File: src/rtl/mult_seq_ctrl.sv
// rtl/mult_seq_ctrl.sv - Moore control sequencer for a shift-and-add multiplier datapath
//
// Purpose:
//   Steps the multiplier datapath through LOAD, then WIDTH iterations of
//   TEST / (ADD) / SHIFT, then a one-cycle DONE. The iteration counter is kept
//   here, so the datapath only has to supply the current multiplier LSB.
//
// Parameters:
//   WIDTH    operand width and number of iterations (2..32)
//   CW       counter width, derived from WIDTH
//
// Ports:
//   clk      rising-edge clock
//   rst      asynchronous active-low reset
//   start    begin a multiplication (only looked at in IDLE)
//   abort    synchronous cancel back to IDLE, clears cnt
//   q_lsb    LSB of the datapath multiplier/product register
//   ld_en    load operands, clear accumulator (LOAD)
//   add_en   add multiplicand into accumulator (ADD)
//   sh_en    shift product/multiplier right by one (SHIFT)
//   busy     high in every state except IDLE
//   done     one-cycle completion pulse (DONE)
//   cnt      remaining iterations
//   state_o  current state encoding, for debug

module mult_seq_ctrl #(
    parameter int WIDTH = 8,
    parameter int CW    = $clog2(WIDTH + 1)
) (
    input  logic          clk,
    input  logic          rst,
    input  logic          start,
    input  logic          abort,
    input  logic          q_lsb,
    output logic          ld_en,
    output logic          add_en,
    output logic          sh_en,
    output logic          busy,
    output logic          done,
    output logic [CW-1:0] cnt,
    output logic [2:0]    state_o
);

    typedef enum logic [2:0] {
        S_IDLE  = 3'b000,
        S_LOAD  = 3'b001,
        S_TEST  = 3'b010,
        S_ADD   = 3'b011,
        S_SHIFT = 3'b100,
        S_DONE  = 3'b101
    } state_e;

    state_e        state_q, state_d;
    logic [CW-1:0] cnt_q, cnt_d;

    always_ff @(posedge clk or negedge rst) begin
        if (!rst) begin
            state_q <= S_IDLE;
            cnt_q   <= '0;
        end else begin
            state_q <= state_d;
            cnt_q   <= cnt_d;
        end
    end

    always_comb begin
        state_d = S_IDLE;
        cnt_d   = cnt_q;
        case (state_q)
            S_IDLE:  state_d = start ? S_LOAD : S_IDLE;
            S_LOAD: begin
                state_d = S_TEST;
                cnt_d   = CW'(WIDTH);
            end
            S_TEST:  state_d = q_lsb ? S_ADD : S_SHIFT;
            S_ADD:   state_d = S_SHIFT;
            S_SHIFT: begin
                // Guard keeps cnt from wrapping even if it were somehow 0 here.
                if (cnt_q != '0) begin
                    cnt_d = cnt_q - CW'(1);
                end
                state_d = (cnt_q <= CW'(1)) ? S_DONE : S_TEST;
            end
            S_DONE:  state_d = S_IDLE;
            default: state_d = S_IDLE;
        endcase
        // Abort wins over every transition out of a non-IDLE state.
        if (abort && (state_q != S_IDLE)) begin
            state_d = S_IDLE;
            cnt_d   = '0;
        end
    end

    always_comb begin
        ld_en  = (state_q == S_LOAD);
        add_en = (state_q == S_ADD);
        sh_en  = (state_q == S_SHIFT);
        done   = (state_q == S_DONE);
        busy   = (state_q != S_IDLE);
    end

    assign cnt     = cnt_q;
    assign state_o = state_q;

endmodule
File: config.mk
export PLATFORM = sky130hd
export DESIGN_NAME = mult_seq_ctrl
export DESIGN_NICKNAME = d
export VERILOG_FILES = /design/src/rtl/mult_seq_ctrl.sv
export SDC_FILE = /design/constraint.sdc
export NUM_CORES = 1
export LEC_CHECK = 0
export BUFFER_PORTS_ARGS = -buffer_cell sky130_fd_sc_hd__buf_2
export CAP_MARGIN = 10
export CORE_AREA = 2 2 39 41
export DETAILED_ROUTE_END_ITERATION = 10
export DIE_AREA = 0 0 41 43
export GPL_TIMING_DRIVEN = 1
export MAX_ROUTING_LAYER = met4
export PLACE_DENSITY_LB_ADDON = 0.3
export SKIP_CTS_REPAIR_TIMING = 1
export SYNTH_ARGS = -nofsm -noshare
export SYNTH_HDL_FRONTEND = slang
export SYNTH_SLANG_ARGS = --single-unit
export TNS_END_PERCENT = 20
File: constraint.sdc
create_clock -name clk -period 3.4 [get_ports clk]
set_input_delay 0.51 -clock clk [delete_from_list [all_inputs] [get_ports clk]]
set_output_delay 0.51 -clock clk [all_outputs]
set_load 0.1 [all_outputs]
[After elaboration in Yosys (flattened, before gate mapping)]
Cells that the tools add are included.
Cells by class
  add/sub/neg operators: 1
  multiply operators: 0
  div/mod/pow operators: 0
  order comparisons: 1
  equality and inequality tests: 6
  shift-type cells: 0
  muxes and demuxes: 8
  bitwise gates (word level): 0
  reductions and logical operators: 6
Operators with widths (count)
  $pmux W3 S5: 1
  $mux W3: 3
  $mux W4: 2
  $pmux W4 S2: 1
  $eq A3 B2 Y1 const B: 2
  $eq A3 B3 Y1 const B: 2
  $reduce_bool A3 Y1: 2
  $le A4 B1 Y1 const B: 1
  $reduce_bool A4 Y1: 1
  $sub A4 B1 Y4 const B: 1
  $eq A3 B1 Y1 const B: 1
  $logic_not A3 Y1: 1
  $ne A3 B1 Y1 const B: 1
  $reduce_and A2 Y1: 1
  $logic_and A1 B1 Y1: 1
  $mux W1: 1
Storage, ports and cells
  bits in registers: 7
  bits in latches: 0
  RAM bits: 0
  memory bits (read-only): 0
  input port bits: 5
  output and inout bits: 12
  word-level logic and storage cells: 24
  memories kept: 0

[Depth between registers and ports, before layout]
  depth after elaboration: 4
  mapped depth: 6
  depth with buffers taken out: 6

[Least setup slack after synthesis]
No wires, ideal clock.
  kind: reg2out
  start: register state_q[1] (netlist: state_o[1])
  end: output add_en
  data arrival time: 2.614 ns
  required time: 2.890 ns
  slack: 0.276 ns
  stages on the path, launching flop included: 4
  buffers on the path: 1
  cell sequence: dfrtp_1 -> buf_2 -> inv_1 -> nor2_1
On the way
  word-level cells in the longest chain between the ends: 1
Ends and longest elaborated chain
  start, declared: line 53  | state_e state_q, state_d;
  start signal, assigned: line 61  | state_q <= state_d;
  $eq A3 B2 Y1: line 96  | add_en = (state_q == S_ADD);
  end, declared: line 36  | output logic add_en,
Every way passes these cells.

[Worst setup path in the final report]
  start: register state_q[2] (netlist: state_o[2])
  end: output ld_en
On the way
  word-level cells in the longest chain between the ends: 1
Ends and longest elaborated chain
  $eq A3 B1 Y1: line 95  | ld_en = (state_q == S_LOAD);
  end, declared: line 35  | output logic ld_en,
Every way passes these cells.

==> impl_summary.txt <==
----------------------------------------------------
[Run status]
  Outcome ... complete, no violations

[STA]
  Final-report setup violation count ... 0
  Max-slew violation total from the final report ... 0
  Setup TNS ... 0 ps
  Hold slack final ... between 70 and 80 ps
  Fmax ... ~470 MHz
  Count of endpoints failing hold in the final timing report ... 0
  Setup repair after global routing missed its margin ... no
  Slew @ Worst Pin ... between 400 and 500 ps
  Max_slew headroom ... 0.678
  Post-route minimum period ... 2130 ps
  Final Cycle Share ... 0.627
  Post-route clock skew ... between 2 and 3 ps

[Floorplanning]
  Die outline area ... 0.00176 mm²
  Core region area ... about 0.0014 mm²
  Height of the die ... about 43 µm
  Die Span X ... ~41 µm
  IO Count ... 17
  Effective utilization at floorplan ... 0.366
  Number of rows created at floorplan ... 14

[Clocking]
  CTS sink count ... 7
  Maximum buffer depth of the clock tree ... 2
  Worst skew pair latency ... 250 ps
  Clock tree from TritonCTS ... done
  CTS H-tree lvls ... 1
  CTS root buffer ... sky130_fd_sc_hd__clkbuf_4
  CTS clk-pin slew, worst paths ... 50 ps
  Cts bufs inserted ... 3

[Logic synthesis]
  Post-Synthesis Net Count ... 66
  Synth Area in Adders ... 0.0494
  Area share of and/or/nand/nor cells after synthesis ... 0.299
  Average size of a mapped cell ... approximately 8.6 µm²
  Xor and xnor fraction of the mapped netlist area ... 0
  Leading cell types by total area after synthesis ... sky130_fd_sc_hd__dfrtp_1, sky130_fd_sc_hd__nor2_1, sky130_fd_sc_hd__a21oi_1
  Count of unique library cells instantiated by Yosys ... 29
  Main combinational cell family by area after synthesis ... simple AND/OR/NAND/NOR gates
  Number of warning messages in the yosys log ... 0
  Library cell occupying the most area in the post-synthesis netlist ... sky130_fd_sc_hd__dfrtp_1
  Number of synthesized register bits ... 7
  Summed instance area of the synthesized netlist ... slightly above 500 µm²
  Fraction of post-synthesis cell area in the top cell type by area ... 0.346
  Cell count after synthesis ... 59
  Multiplexer area fraction after synthesis ... 0.0198
  Proportion of synthesized chip area in sequential cells ... 0.346
  Compound-cell area share of the yosys netlist ... 0.215

[Critical path]
  Startpoint of the most critical register-to-register path ... cnt[0]$_DFFE_PN0P_
  Capture instance of the worst register-to-register path ... cnt[1]$_DFFE_PN0P_
  Number of cells on the worst reg-to-reg path ... 6
  Critical path arrival ... between 1500 and 2000 ps
  Worst setup startpoint ... state_o[2]$_DFF_PN0_
  Critical path start-end classification ... register to output pin
  Element type at the critical path start ... register
  Crit-path max FO ... 10
  Termination of the worst setup path ... ld_en
  Worst Setup End Kind ... output pin
  Worst endpoint required time ... just under 3000 ps
  Setup slack on the worst flop-to-flop path ... roughly 1800 ps

[Drt]
  Number of DRC markers after the initial detailed-route iteration ... 17
  Wire length per cell ... roughly 11 µm
  Total length of routed wires ... 1.02 mm
  Number of antenna-violating nets in the routed design ... 0
  Detailed-route via count ... between 400 and 500
  Initial DRT Pass Iterations ... 2
  Vias per Instance ... 4.99
  Remaining routing DRC violations ... 0

[Global routing]
  Number of antenna violations at the first check in global routing ... 0
  Pin count of the biggest net entering global routing ... 14
  Overall fraction of global-route tracks in use ... 0.146
  First-pass GRT wire length ... roughly 1.7 mm
  Vias in the first global route ... slightly below 400
  Gr ovfl total ... 0

[Finish]
  Layout filler cell count ... 150
  Footprint of the flip-flops and latches ... around 180 µm²
  Net count reported at finish ... 84
  Share of post-route cells with drive strength above 1 ... 0.303
  Final standard cell count with taps included and fillers excluded ... between 90 and 100
  Footprint of the multi-input gates ... approximately 300 µm²
  Area delta synth->final ... 21.0%
  Number of inserted diodes ... 0

[Placed design]
  Total instance count after detailed placement ... between 80 and 90
  RD Place Congestion ... 0.706
  Post-DP HPWL ... 811 µm
  Port Buffer Count ... 16

[Run]
  Number of max-cap violations ... 0

[Worst hold path]
  Worst hold path class ... input port to asynchronous set/reset pin

----------------------------------------------------
-- critical path, stage by stage (launching register included) --
cell and delay (ps):
sky130_fd_sc_hd__dfrtp_1 490, sky130_fd_sc_hd__or2b_1 310, sky130_fd_sc_hd__nor2_1 130, sky130_fd_sc_hd__buf_2 440
-- worst min path at each step --
stage | start | end | slack [ps] | depth (start not counted)
CTS | rst | state_o[1]$_DFF_PN0_ | 70 | 1
global route | rst | state_o[1]$_DFF_PN0_ | 60 | 1
detailed placement | rst | state_o[0]$_DFF_PN0_ | 350 | 1
global placement | rst | state_o[2]$_DFF_PN0_ | 350 | 1
floorplan | rst | cnt[0]$_DFFE_PN0P_ | 210 | 0
finish | rst | state_o[1]$_DFF_PN0_ | 80 | 1
-- synth_stat cells --
master                     number
sky130_fd_sc_hd__buf_6          1
sky130_fd_sc_hd__nor2b_1        1
sky130_fd_sc_hd__o221ai_2       1
sky130_fd_sc_hd__o32a_1         1
sky130_fd_sc_hd__and3_1         1
sky130_fd_sc_hd__o21a_1         1
sky130_fd_sc_hd__nand2_1        3
sky130_fd_sc_hd__a32o_1         1
sky130_fd_sc_hd__o31ai_1        1
sky130_fd_sc_hd__a21oi_1        5
sky130_fd_sc_hd__dfrtp_1        7
sky130_fd_sc_hd__a31oi_1        1
sky130_fd_sc_hd__buf_2          2
sky130_fd_sc_hd__nor3_1         3
sky130_fd_sc_hd__inv_1          4
sky130_fd_sc_hd__nor2_1        10
sky130_fd_sc_hd__o21ai_0        2
sky130_fd_sc_hd__and2_1         1
sky130_fd_sc_hd__nand3b_1       1
sky130_fd_sc_hd__nand4b_1       1
sky130_fd_sc_hd__a211o_1        1
sky130_fd_sc_hd__mux2i_1        1
sky130_fd_sc_hd__a22o_1         1
sky130_fd_sc_hd__and2b_1        1
sky130_fd_sc_hd__ha_1           2
sky130_fd_sc_hd__or3_4          1
sky130_fd_sc_hd__nand2b_1       2
sky130_fd_sc_hd__nand2b_4       1
sky130_fd_sc_hd__or2b_1         1
-- flip-flops by register name, summed over array words and instances, names as in the netlist --
| register | count |
|---|---|
| state_o | 3 |
| cnt | 4 |
-- per-layer routing --
metal	vias to the layer above	wire length, µm	global-route usage
met4	0	6	0.100
met2	5	484	0.172
met1	209	490	0.214
li1	243	-	-
met5	-	0	-
met3	2	34	0.0314
-- per-stage QoR --
step                      worst slack [ps]  utilization  instance area [µm²]
after floorplan                        276            -                  507
after global placement                1570        0.423                  586
after detailed placement              1540        0.423                  586
after CTS                             1270        0.443                  613
after global routing                  1180        0.443                  613
final                                 1270        0.443                  613
-- layout make-up --
class / instances / area share
multi-input cells: 45 / 0.482
clock inverters: 1 / 0.00816
repair buffers: 16 / 0.131
clock buffers: 3 / 0.0367
flip-flops and latches: 7 / 0.286
inverters: 4 / 0.0245
well taps: 16 / 0.0327
-- cells in the final DEF, fill, tap and decap left out, types with 2 or more instances in the layout --
master,count
sky130_fd_sc_hd__buf_2,16
sky130_fd_sc_hd__nor2_1,10
sky130_fd_sc_hd__dfrtp_1,7
sky130_fd_sc_hd__a21oi_1,5
sky130_fd_sc_hd__inv_1,4
sky130_fd_sc_hd__nor3_1,3
sky130_fd_sc_hd__nand2_1,3
sky130_fd_sc_hd__clkbuf_4,3
sky130_fd_sc_hd__nand2b_1,2
sky130_fd_sc_hd__o21ai_0,2
sky130_fd_sc_hd__ha_1,2
-- cells by family after synthesis --
logic type	count (synthesis)
muxes	1
DFF	7
AOI/OAI and AO/OA	15
buffers and inverters	7
and+or+nand+nor	27
adders and majority gates	2
Power is not shown: default switching activity piles up to over one toggle a cycle in this logic, so the estimate is an artifact.
